[src/rtl/clk_mon.sv]
// Presence and frequency monitor for a slow probe clock sampled as data in the clkin1 domain.
// Measures probe period and high time, qualifies against a tolerance window, reports lock/fault.
module clk_mon #(
  parameter int CNT_MAX  = 2500,
  parameter int TOL      = 16,
  parameter int LOCK_CNT = 4,
  parameter int TIMEOUT  = 5000
) (
  input  logic        clkin1,
  input  logic        pll_rst,
  input  logic        clk_probe,
  output logic [15:0] period,
  output logic [15:0] high_time,
  output logic        period_vld,
  output logic        mon_lock,
  output logic        mon_fault
);

  localparam logic [1:0] ST_IDLE   = 2'd0;
  localparam logic [1:0] ST_MEAS   = 2'd1;
  localparam logic [1:0] ST_LOCKED = 2'd2;
  localparam logic [1:0] ST_FAULT  = 2'd3;

  localparam int GW = $clog2(LOCK_CNT + 1);
  localparam logic [GW-1:0]      LOCK_TGT  = GW'(LOCK_CNT);
  localparam logic [GW-1:0]      GOOD_ONE  = GW'(1);
  localparam logic [15:0]        TO_VAL    = 16'(TIMEOUT - 1);
  localparam logic signed [16:0] CNT_MAX_S = 17'(CNT_MAX);
  localparam logic signed [16:0] TOL_S     = 17'(TOL);

  logic        s1_reg, s2_reg, s3_reg;
  logic [15:0] cnt_reg;
  logic [15:0] hi_cnt_reg;
  logic [1:0]  state_reg, state_next;
  logic [GW-1:0] good_cnt_reg, good_cnt_next;
  logic        vld_next;
  logic [15:0] period_reg, high_time_reg;
  logic        period_vld_reg, mon_lock_reg, mon_fault_reg;

  logic               rise;
  logic               timeout;
  logic               good;
  logic [15:0]        meas;
  logic [15:0]        hi_cnt_inc;
  logic signed [16:0] diff;

  // Probe is asynchronous: two synchronizer stages plus one history stage for edge detection.
  always_ff @(posedge clkin1) begin
    if (pll_rst) begin
      s1_reg <= 1'b0;
      s2_reg <= 1'b0;
      s3_reg <= 1'b0;
    end else begin
      s1_reg <= clk_probe;
      s2_reg <= s1_reg;
      s3_reg <= s2_reg;
    end
  end

  assign rise       = s2_reg & ~s3_reg;
  assign meas       = (cnt_reg == 16'hFFFF) ? 16'hFFFF : cnt_reg + 16'd1;
  assign hi_cnt_inc = (hi_cnt_reg == 16'hFFFF) ? 16'hFFFF : hi_cnt_reg + {15'd0, s2_reg};
  assign diff       = $signed({1'b0, meas}) - CNT_MAX_S;
  assign good       = (diff <= TOL_S) && (diff >= -TOL_S);
  assign timeout    = ~rise && (cnt_reg == TO_VAL);

  always_ff @(posedge clkin1) begin
    if (pll_rst) begin
      cnt_reg    <= 16'd0;
      hi_cnt_reg <= 16'd0;
    end else if (rise) begin
      cnt_reg    <= 16'd0;
      hi_cnt_reg <= 16'd1;
    end else begin
      cnt_reg    <= (cnt_reg == 16'hFFFF) ? 16'hFFFF : cnt_reg + 16'd1;
      hi_cnt_reg <= hi_cnt_inc;
    end
  end

  always_comb begin
    state_next    = state_reg;
    good_cnt_next = good_cnt_reg;
    vld_next      = 1'b0;
    case (state_reg)
      ST_IDLE: begin
        // First edge only arms the monitor; there is no earlier edge to measure from.
        if (rise) begin
          state_next    = ST_MEAS;
          good_cnt_next = '0;
        end else if (timeout) begin
          state_next = ST_FAULT;
        end
      end
      ST_MEAS: begin
        if (rise) begin
          vld_next = 1'b1;
          if (good) begin
            if (good_cnt_reg + GOOD_ONE == LOCK_TGT) begin
              state_next    = ST_LOCKED;
              good_cnt_next = LOCK_TGT;
            end else begin
              good_cnt_next = good_cnt_reg + GOOD_ONE;
            end
          end else begin
            good_cnt_next = '0;
          end
        end else if (timeout) begin
          state_next = ST_FAULT;
        end
      end
      ST_LOCKED: begin
        if (rise) begin
          vld_next = 1'b1;
          if (!good) begin
            state_next = ST_FAULT;
          end
        end else if (timeout) begin
          state_next = ST_FAULT;
        end
      end
      ST_FAULT: begin
        if (rise) begin
          vld_next = 1'b1;
          if (good) begin
            good_cnt_next = GOOD_ONE;
            state_next    = (LOCK_CNT == 1) ? ST_LOCKED : ST_MEAS;
          end
        end
      end
      default: begin
        state_next    = ST_IDLE;
        good_cnt_next = '0;
      end
    endcase
  end

  always_ff @(posedge clkin1) begin
    if (pll_rst) begin
      state_reg      <= ST_IDLE;
      good_cnt_reg   <= '0;
      period_reg     <= 16'd0;
      high_time_reg  <= 16'd0;
      period_vld_reg <= 1'b0;
      mon_lock_reg   <= 1'b0;
      mon_fault_reg  <= 1'b0;
    end else begin
      state_reg      <= state_next;
      good_cnt_reg   <= good_cnt_next;
      period_vld_reg <= vld_next;
      mon_lock_reg   <= (state_next == ST_LOCKED);
      mon_fault_reg  <= (state_next == ST_FAULT);
      if (vld_next) begin
        period_reg    <= meas;
        high_time_reg <= hi_cnt_reg;
      end
    end
  end

  assign period     = period_reg;
  assign high_time  = high_time_reg;
  assign period_vld = period_vld_reg;
  assign mon_lock   = mon_lock_reg;
  assign mon_fault  = mon_fault_reg;

endmodule

[config.mk]
export PLATFORM = sky130hd
export DESIGN_NAME = clk_mon
export DESIGN_NICKNAME = d
export VERILOG_FILES = /design/src/rtl/clk_mon.sv
export SDC_FILE = /design/constraint.sdc
export NUM_CORES = 1
export LEC_CHECK = 0
export BUFFER_PORTS_ARGS = -buffer_cell sky130_fd_sc_hd__buf_2
export CORE_MARGIN = 8
export CORE_UTILIZATION = 45
export CTS_CLUSTER_DIAMETER = 50
export CTS_CLUSTER_SIZE = 28
export DETAILED_ROUTE_END_ITERATION = 10
export PLACE_DENSITY = 0.67
export SLEW_MARGIN = 20
export SYNTH_ARGS = -nofsm -noshare
export SYNTH_HDL_FRONTEND = slang
export SYNTH_SLANG_ARGS = --single-unit
export TNS_END_PERCENT = 30
[constraint.sdc]
create_clock -name clkin1 -period 5.5 [get_ports clkin1]
set_input_delay 1.375 -clock clkin1 [delete_from_list [all_inputs] [get_ports clkin1]]
set_output_delay 1.375 -clock clkin1 [all_outputs]
set_load 0.02 [all_outputs]
==> summary.md <==
| Metric | Value |
|---|---|
| Largest net degree at the start of global routing | `44` |
| Initial drt markers | `214` |
| I/O pins | `38` |
| Final setup violating endpoints | `0` |
| Antenna cells | `0` |
| DP Wirelength | `7.13 mm` |
| Mux contribution to synthesized area | `1.88%` |
| Internal Power | `0.870 mW` |
| Number of global-route vias before repair | `3377` |
| Global route overflow | `0` |
| Largest family of logic cells by synthesized area | `simple AND/OR/NAND/NOR gates` |
| Fraction of layout cells with a size suffix above 1 | `17.8%` |
| Largest fanout on the critical path | `9` |
| Hold-fix buffer count after cts | `0` |
| Syn_area_per_cell | `8.36 µm²` |
| Post-synth EDFFs | `0` |
| Crit. End Element | `flip-flop` |
| Most Crowded Layer GR | `met2` |
| Met1 usage | `22.6%` |
| Post-Synthesis Cell Area | `0.00392 mm²` |
| Post-route clock period utilization | `75.0%` |
| Fmax | `242 MHz` |
| Initial antenna violation count | `0` |
| Top_reg_cell synth | `dfxtp_1` |
| # port buffers | `37` |
| Net switching power | `0.264 mW` |
| Min Clock Period, post-route | `4130 ps` |
| Die area | `0.0120 mm²` |
| Startpoint types | `flip-flop` |
| Routed WL | `9.87 mm` |
| Total track usage | `17.3%` |
| RSZ-0062 raised after global routing | `false` |
| Status | `completed` |
| Pwr dens | `263 mW/mm²` |
| Max cap viols | `0` |
| TritonCTS buffer count | `9` |
| Sequential fraction of the synthesis area | `38.3%` |
| Worst EP required | `5760 ps` |
| Starting density of the core | `45.6%` |
| TritonRoute pass-1 iters | `5` |
| Sequential share of power | `48.9%` |
| FF+latch count, synth | `75` |
| Num rows | `34` |
| Leak | `1.56 nW` |
| Worst-path clk slew | `90 ps` |
| Fin util | `50.2%` |
| Synth Area in Simple Gates | `28.9%` |
| Post-Layout Inst Area | `0.00432 mm²` |
| DR DRC count | `0` |
| Post-CTS Setup Repair Bufs | `0` |
| Final net count | `499` |
| Dpl cell area | `0.00407 mm²` |
| Worst Skew | `12.3 ps` |
| Post-synthesis adder-cell area fraction | `2.23%` |
| Final weighted congestion in routability-driven placement | `0.961` |
| CP Data Arrival Time | `4390 ps` |
| Synth area leaders | `dfxtp_1 38%, a21oi_1 6.4%, nand2_1 5.7%` |
| Path type of the worst min-delay path | `reg -> reg` |
| Vias | `3482` |
| Via/cell ratio | `5.78` |
| H-tree depth | `3` |
| Post-Synth XOR/XNOR Area | `4.24%` |
| Clk_lat worst skew | `350 ps` |
| Slew Limit Fails | `0` |
| Antenna viol nets, final | `0` |
| Comb power frac | `4.2%` |
| Cells after synthesis | `469` |
| Yosys top cell area share | `38.3%` |
| Peak supply drop | `209 µV` |
| Fillers | `847` |
| Tot Pwr | `1.13 mW` |
| Clk sinks | `75` |
| Slew HR | `46.8%` |
| Die Y | `109 µm` |
| Final Hold Slack | `451 ps` |
| Final Hold Vio Count | `0` |
| Setup tns final | `0 ps` |
| Synth cell types | `80` |
| Fraction of power spent switching nets | `23.3%` |
| GR Util met2 | `26.7%` |
| Synthesized Nets | `479` |
| Cts repair resizes | `0` |
| Clock buffer depth | `2` |
| Met3 Usage GRT | `4.63%` |
| First-pass GRT wire length | `16.8 mm` |
| Ys Warns | `0` |
| WS Path Type | `reg -> reg` |
| Synth Area in Compound Gates | `18.8%` |
| Layout overhead on the synthesized area | `10.1%` |
| CORE AREA | `0.00859 mm²` |
| Routed len/inst | `16.4 µm` |
| Root Driver | `clkbuf_8` |
| Worst-margin pin slew | `797 ps` |
| CTS tree | `built` |
| Largest area contributor in the netlist | `dfxtp_1` |
| FFs w/ async S/R, synth | `0%` |
| Clock Power Share | `46.9%` |
| Die Width | `109 µm` |
==> placed cells by master (no fill, tap or decap), types with 8 or more instances in the layout <==
master    count
clkbuf_8      9
nand3_1       8
nor4_1        9
nand2_1      60
nor3_1        8
a21oi_1      50
a211oi_1     12
xor2_1        8
dfxtp_1      75
buf_2        37
xnor2_1      11
nor2_1       55
a31oi_1       8
nand4_1      10
==> final cells by class <==
type                            count  area, µm²  share of cell area, %
Clock buffer                        9        124                   2.87
Clock inverter                      7        124                   2.87
Inverter                            7       26.3                  0.609
Multi-Input combinational cell    357       2200                   51.1
Sequential cell                    75       1500                   34.8
Tap cell                          108        135                   3.13
Timing Repair Buffer               39        200                   4.64
==> power groups by stage <==
stage | Sequential, mW | Clock (mW) | Combinational, mW
finish | 0.554 | 0.532 | 0.0471
global route | 0.556 | 0.562 | 0.0526
CTS | 0.554 | 0.540 | 0.0475
detailed placement | 0.567 | 0 | 0.0472
global placement | 0.567 | 0 | 0.0463
floorplan | 0.568 | 0 | 0.0364
==> critical path: stages, from the launching register on <==
cell and delay (ps):
dfxtp_1 450, ha_1 320, nand4_2 260, nor4_2 600, a21oi_1 190, ha_1 330
nand4_1 170, a21oi_1 110, o311ai_0 410, a22o_1 240, a32oi_1 160, or4_4 530
a211oi_1 250
==> routing by layer <==
layer / up-vias / share of wire (%)
li1: 1733 / -
met2: 105 / 45
met4: 0 / 2.0
met5: - / 0
met1: 1627 / 48
met3: 17 / 5.0
==> logic make-up after synthesis <==
group           after synthesis
simple gates                210
compound gates              114
flops                        75
buf+inv                      37
xor+xnor                     19
mux                           7
fa+ha+maj                     7
==> through the flow <==
stage,instances,setup WS (ps)
6_report,602,1370
5_1_grt,602,959
4_1_cts,602,1450
3_5_place_dp,586,1470
3_3_place_gp,586,1650
2_1_floorplan,469,2080
==> worst paths after layout <==
path / start / endpoint / slack (ps) / cells after the start
worst max register to register: cnt_reg[0] / mon_lock / 1370 / 12
worst max-delay path: cnt_reg[0] / mon_lock / 1370 / 12
worst min-delay path: s1_reg / s2_reg / 450 / 1
worst min register to register: s1_reg / s2_reg / 450 / 1
==> cell usage after synthesis (2+ instances only) <==
| cell | n |
|---|---|
| nand2_1 | 60 |
| buf_6 | 6 |
| a21o_2 | 2 |
| inv_1 | 7 |
| a31oi_1 | 8 |
| nor4_1 | 9 |
| and4_2 | 2 |
| o22ai_1 | 2 |
| o21ai_1 | 3 |
| mux2_2 | 3 |
| or3_2 | 2 |
| and2_1 | 3 |
| or4_1 | 5 |
| and4_1 | 3 |
| dfxtp_1 | 75 |
| buf_4 | 4 |
| or4_4 | 3 |
| a211o_1 | 2 |
| or2_2 | 3 |
| nor2b_1 | 7 |
| a32oi_1 | 2 |
| o32ai_1 | 2 |
| nor3b_1 | 2 |
| a211oi_1 | 12 |
| nand3_1 | 8 |
| nor3_1 | 8 |
| ha_1 | 7 |
| o21a_1 | 2 |
| mux2i_1 | 4 |
| a21oi_1 | 50 |
| buf_2 | 2 |
| o211ai_1 | 5 |
| nand4_1 | 10 |
| xor2_1 | 8 |
| nor2_1 | 56 |
| o21ai_0 | 5 |
| a311oi_1 | 3 |
| nand2b_1 | 3 |
| and3_1 | 6 |
| clkbuf_1 | 15 |
| xnor2_1 | 11 |
Power figures use the tool's default switching activity.
